<file path="src/rtl/uart_crypto_bridge.sv">
// Command-framed byte bridge between the UART byte layer and a block-cipher core.
// Optional macro RESP_HEADER_EN prefixes every response with a status byte (A5 / 5A).
module uart_crypto_bridge #(
    parameter int          KEY_BITS       = 256,
    parameter int          BLK_BITS       = 128,
    parameter int          TIMEOUT_CYCLES = 8700,
    parameter logic [7:0]  CMD_KEY        = 8'h4B,
    parameter logic [7:0]  CMD_BLK        = 8'h44,
    parameter logic [7:0]  ERR_BYTE       = 8'hEE,
    parameter int          CNT_W          = 8
) (
    input  logic                clk,
    input  logic                reset_n,
    input  logic                rx_valid,
    input  logic [7:0]          rx_byte,
    output logic [7:0]          tx_byte,
    output logic                tx_start,
    input  logic                tx_busy,
    output logic                core_start,
    output logic [KEY_BITS-1:0] core_key,
    output logic [BLK_BITS-1:0] core_din,
    input  logic [BLK_BITS-1:0] core_dout,
    input  logic                core_ready,
    output logic                key_valid,
    output logic                busy,
    output logic [CNT_W-1:0]    err_cnt,
    output logic [CNT_W-1:0]    drop_cnt
);
    localparam int KEY_BYTES = KEY_BITS / 8;
    localparam int BLK_BYTES = BLK_BITS / 8;
    localparam int MAX_BYTES = (KEY_BYTES > BLK_BYTES + 1) ? KEY_BYTES : BLK_BYTES + 1;
    localparam int IDX_W     = $clog2(MAX_BYTES);
    localparam int TMO_W     = $clog2(TIMEOUT_CYCLES + 1);

    typedef enum logic [2:0] {
        IDLE, RX_KEY, RX_BLK, START, WAIT, TX_LOAD, TX_WAIT, TX_ERR
    } state_t;

    state_t              state;
    logic [IDX_W-1:0]    idx;
    logic [IDX_W-1:0]    tx_last;
    logic [TMO_W-1:0]    idle_cnt;
    logic                tx_first;
    // One spare byte so an optional status header can sit in front of the payload.
    logic [BLK_BITS+7:0] tx_buf;

    function automatic logic [CNT_W-1:0] sat_inc(input logic [CNT_W-1:0] v);
        return (&v) ? v : v + 1'b1;
    endfunction

    assign busy = (state != IDLE);

    always_ff @(posedge clk) begin
        if (!reset_n) begin
            state      <= IDLE;
            idx        <= '0;
            tx_last    <= '0;
            idle_cnt   <= '0;
            tx_first   <= 1'b0;
            tx_buf     <= '0;
            tx_byte    <= '0;
            tx_start   <= 1'b0;
            core_start <= 1'b0;
            core_key   <= '0;
            core_din   <= '0;
            key_valid  <= 1'b0;
            err_cnt    <= '0;
            drop_cnt   <= '0;
        end else begin
            tx_start   <= 1'b0;
            core_start <= 1'b0;
            case (state)
                IDLE: if (rx_valid) begin
                    idx      <= '0;
                    idle_cnt <= '0;
                    if (rx_byte == CMD_KEY) begin
                        key_valid <= 1'b0;
                        state     <= RX_KEY;
                    end else if (rx_byte == CMD_BLK) begin
                        state <= RX_BLK;
                    end else begin
                        err_cnt <= sat_inc(err_cnt);
                    end
                end
                RX_KEY, RX_BLK: begin
                    // A byte arriving on the expiry cycle still counts.
                    if (rx_valid) begin
                        idle_cnt <= '0;
                        idx      <= idx + 1'b1;
                        if (state == RX_KEY) begin
                            core_key[8*idx +: 8] <= rx_byte;
                            if (idx == IDX_W'(KEY_BYTES - 1)) begin
                                key_valid <= 1'b1;
                                idx       <= '0;
                                state     <= IDLE;
                            end
                        end else begin
                            core_din[8*idx +: 8] <= rx_byte;
                            if (idx == IDX_W'(BLK_BYTES - 1)) begin
                                idx <= '0;
                                if (key_valid) begin
                                    core_start <= 1'b1;
                                    state      <= START;
                                end else begin
                                    state <= TX_ERR;
                                end
                            end
                        end
                    end else if (idle_cnt == TMO_W'(TIMEOUT_CYCLES - 1)) begin
                        idx     <= '0;
                        err_cnt <= sat_inc(err_cnt);
                        state   <= IDLE;
                    end else begin
                        idle_cnt <= idle_cnt + 1'b1;
                    end
                end
                START: state <= WAIT;
                WAIT: if (core_ready) begin
`ifdef RESP_HEADER_EN
                    tx_buf  <= {core_dout, 8'hA5};
                    tx_last <= IDX_W'(BLK_BYTES);
`else
                    tx_buf  <= {8'h00, core_dout};
                    tx_last <= IDX_W'(BLK_BYTES - 1);
`endif
                    idx   <= '0;
                    state <= TX_LOAD;
                end
                TX_ERR: begin
`ifdef RESP_HEADER_EN
                    tx_buf  <= {{(BLK_BITS-8){1'b0}}, ERR_BYTE, 8'h5A};
                    tx_last <= IDX_W'(1);
`else
                    tx_buf  <= {{BLK_BITS{1'b0}}, ERR_BYTE};
                    tx_last <= '0;
`endif
                    idx   <= '0;
                    state <= TX_LOAD;
                end
                TX_LOAD: if (!tx_busy) begin
                    tx_byte  <= tx_buf[8*idx +: 8];
                    tx_start <= 1'b1;
                    tx_first <= 1'b1;
                    state    <= TX_WAIT;
                end
                TX_WAIT: begin
                    // tx_busy only rises the cycle after tx_start.
                    if (tx_first) begin
                        tx_first <= 1'b0;
                    end else if (!tx_busy) begin
                        if (idx == tx_last) begin
                            idx   <= '0;
                            state <= IDLE;
                        end else begin
                            idx   <= idx + 1'b1;
                            state <= TX_LOAD;
                        end
                    end
                end
                default: state <= IDLE;
            endcase
            if (rx_valid && (state inside {START, WAIT, TX_LOAD, TX_WAIT, TX_ERR}))
                drop_cnt <= sat_inc(drop_cnt);
        end
    end
endmodule

</file>
<file path="config.mk">
export PLATFORM = sky130hd
export DESIGN_NAME = uart_crypto_bridge
export DESIGN_NICKNAME = d
export VERILOG_FILES = /design/src/rtl/uart_crypto_bridge.sv
export SDC_FILE = /design/constraint.sdc
export NUM_CORES = 1
export LEC_CHECK = 0
export BUFFER_PORTS_ARGS = -buffer_cell sky130_fd_sc_hd__buf_2
export CAP_MARGIN = 10
export CORE_MARGIN = 8
export CORE_UTILIZATION = 55
export CTS_BUF_LIST = sky130_fd_sc_hd__clkbuf_8
export DETAILED_ROUTE_END_ITERATION = 6
export HOLD_SLACK_MARGIN = 0.02
export PLACE_DENSITY_LB_ADDON = 0.15
export REMOVE_ABC_BUFFERS = 1
export SLEW_MARGIN = 20
export SYNTH_ARGS = -nofsm -noshare
export SYNTH_HDL_FRONTEND = slang
export SYNTH_SLANG_ARGS = --single-unit
export TNS_END_PERCENT = 5
</file>
<file path="constraint.sdc">
create_clock -name clk -period 4.4 [get_ports clk]
set_input_delay 0.44 -clock clk [delete_from_list [all_inputs] [get_ports clk]]
set_output_delay 0.44 -clock clk [all_outputs]
set_load 0.1 [all_outputs]
</file>
==> out/metrics.cfg <==
[status]
status = completed

[synth]
synthArstFlopShare_pct = 0
synthCells = 2690
seq_area_frac_synth_pct = 49.2
synthFlopType = dfxtp_1
syn_area_um2 = 22900
ys_seq_elements = 563
synth_edf_count = 0
avgSynthCellArea_um2 = 8.52
ys_types = 71
ys_warn_count = 0

[floorplanning]
fp.dieW_um = 220
rows = 74
ios = 553
die_h_um = 220
initial_core_util_pct = 55.9
dieArea_um2 = 48400
fp.coreArea_um2 = 41000

[drt]
wl_met1_mm = 32.2
routed.top_layer = met4
firstDrtPassIters = 6
postRouteAntennaNets = 0
routed_wl_mm = 86.1
route.met3.wl_mm = 9.19
vias_per_cell = 6.07
post_drt_wl_per_cell_um = 22.3
dr_wl_met2_mm = 41.1
routed-via-count = 23400
drc_errors = 0
first_iter_violations = 2784

[worst_setup_path]
cp_cell_sequence = inv_1 -> ha_1 -> or3b_2 -> inv_1 -> ha_1 -> buf_4 -> inv_1 -> o211ai_2 -> nor3_2 -> mux2i_1 -> nor2_1
cp_slowest_stage_delay_ns = 0.84
worstRegToRegCells = 11
start_kind = register
critical_path_required_ns = 4.88
crit_arrival_ns = 4.62
endpoint_kind = register
critPathSlowestCell = nor3_2
crit_path_frequent_cell = inv_1
crit_type = reg -> reg
crit_fanout = 19

[placement]
numPortBuffers = 552
dp_hpwl_mm = 58.4
place.gp.congestion = 0.902
dpl-instance-area_um2 = 25900

[pwr]
power_density_nw_per_um2 = 388
vdd_drop_max_uv = 274
p_leak_uw = 0.0115

[timing]
fin_crit_sh_pct = 94.2
slew_violations = 0
worst_pin_slew_ns = 1.24
slew_headroom_pct = 17.1
rsz0062_at_grt = false
fin_skew_ns = 0.0242
max_freq_mhz = 241
setup_violations = 0
hold_viol_final = 0
post-route-min-period_ns = 4.14
finalSetupTns_ns = 0

[clock_network]
root_buffer = clkbuf_8
cts_sinks = 563
clk_pin_slew_ns = 0.06
cts_tree = done
htreeDepth = 3
clock_latency_ns = 0.65
cts_resized = 0
cts_inserted_buffers = 91
cts_buffer_depth = 3

[run]
maxCapViolCount = 0

[grt]
track_usage_pct = 33.5
grt_pass1_vias = 22300
antenna_found_initial = 2
grt_pass1_wl_mm = 128
grt_max_degree = 248
grt_overflow_total = 0

[hold_path]
hp-class = in -> reg
holdPathStages = 3

[layout]
finish.net_count = 3411
stdcell_area_um2 = 28600
drive_gt1_share_pct = 24.1
syn2layout_area_growth_pct = 24.9

==> cells in the mapped netlist, types with 4 or more instances <==
library cell  count  area, um2
dfxtp_1         563      11300
nand2_1         426       1600
a21oi_1         392       1960
nor2_1          226        848
o21ai_0         223       1120
clkbuf_1        181        679
nand3_1         119        596
mux2i_1          78        781
a22oi_1          59        443
mux4_2           40        901
nor3_1           39        195
nand4_1          36        225
and3_1           26        163
nand2b_1         25        156
buf_2            17       85.1
inv_1            17       63.8
and4_1           15        131
buf_1            15       56.3
or3_1            15       93.8
and2_1           12       75.1
ha_1             12        150
nor4_1           11       68.8
nor2b_1          10       62.6
o21ai_1          10       50.1
a32o_1            9       90.1
nand3b_1          9       67.6
xor2_1            9       78.8
or4_1             8       60.1
o221a_2           7       78.8
o31ai_1           7       52.6
or2_2             6       37.5
a21o_1            4       30.0
nor4bb_1          4       40.0
or3b_2            4       35.0
==> per-stage QoR <==
stage / util [%] / total power (uW) / instances / hold slack [ns] / setup WS, ns
after floorplan: - / 6300 / 2475 / 0.433 / -4.36
after global placement: 63.2 / 6720 / 3601 / 0.437 / 0.558
after detailed placement: 63.2 / 6750 / 3603 / 0.444 / 0.387
after CTS: 69.8 / 11100 / 3858 / 0.0213 / 0.347
after global routing: 69.8 / 11500 / 3859 / 0.0384 / 0.0697
final: 69.8 / 11100 / 3861 / 0.0629 / 0.257
==> power by group <==
| part | internal [uW] | switching, uW |
|---|---|---|
| clock network | 2260 | 2100 |
| logic | 419 | 1060 |
| registers | 5180 | 103 |
| total | 7850 | 3260 |
==> path summary, 6_finish.rpt <==
path | startpoint | end | slack, ns
worst max-delay path | idx[0] | core_key[201] | 0.26
worst min-delay path | core_dout[4] | tx_buf[4] | 0.06
worst max register to register | idx[0] | core_key[201] | 0.26
worst min register to register | core_key[162] | core_key[162] | 0.45
==> cell type report <==
cell class | instances | area (um2)
antenna | 3 | 7.51
clock buffer | 110 | 1510
clock inverter | 51 | 221
fill | 3195 | 12400
inverter | 17 | 71.3
multi-input combinational | 1895 | 10800
sequential | 563 | 11300
tap | 532 | 666
timing repair buffer | 690 | 4070
==> flip-flops by register name, indices dropped and copies added, names as in the netlist <==
name and cells:
tx_start 1, idle_cnt 14, drop_cnt 8, key_valid 1, tx_buf 128, core_din 128, tx_byte 8, core_key 256
tx_last 1, idx 5, core_start 1, err_cnt 8, state 3, tx_first 1
==> layer usage <==
metal | track usage (%) | up-vias
met5 | 0 | -
met1 | 40.2 | 11200
met4 | 16.1 | 0
met2 | 55.5 | 1384
li1 | - | 10600
met3 | 8.84 | 230
==> cell usage in the layout, fill, tap and decap left out, drive strengths merged, types with 12 or more instances in the layout <==
master / n
a21oi: 392
a22oi: 59
and2: 12
and3: 26
and4: 15
buf: 596
clkbuf: 110
dfxtp: 563
dlygate4sd3: 94
ha: 12
inv: 60
mux2i: 78
mux4: 40
nand2: 426
nand2b: 25
nand3: 119
nand4: 36
nor2: 227
nor3: 45
nor4: 15
o21ai: 235
or3: 15
==> cells by family (layout without fill, tap and decap cells) <==
| kind of cell | after synthesis | in the layout | synth area share [%] |
|---|---|---|---|
| compound gates | 741 | 741 | 17.8 |
| xor+xnor | 13 | 13 | 0.530 |
| fa+ha+maj | 12 | 12 | 0.655 |
| buf+inv | 232 | 868 | 3.93 |
| flops | 563 | 563 | 49.2 |
| mux | 118 | 118 | 7.34 |
| other cells | 0 | 3 | 0 |
| simple gates | 1011 | 1011 | 20.5 |
==> worst max-delay path, delay by kind of cell (launching register included) <==
family	cells	cell delay, ns
buf+inv	4	0.74
mux	1	0.27
simple gates	3	1.41
compound gates	1	0.58
flops	1	0.41
fa+ha+maj	2	0.55
==> repair_timing <==
item,CTS,global route
hold buffers,94,0
endpoints found under the setup margin,0,0
hold endpoints to repair,94,0
setup buffers,0,0
(Power assumes the default switching activity.)
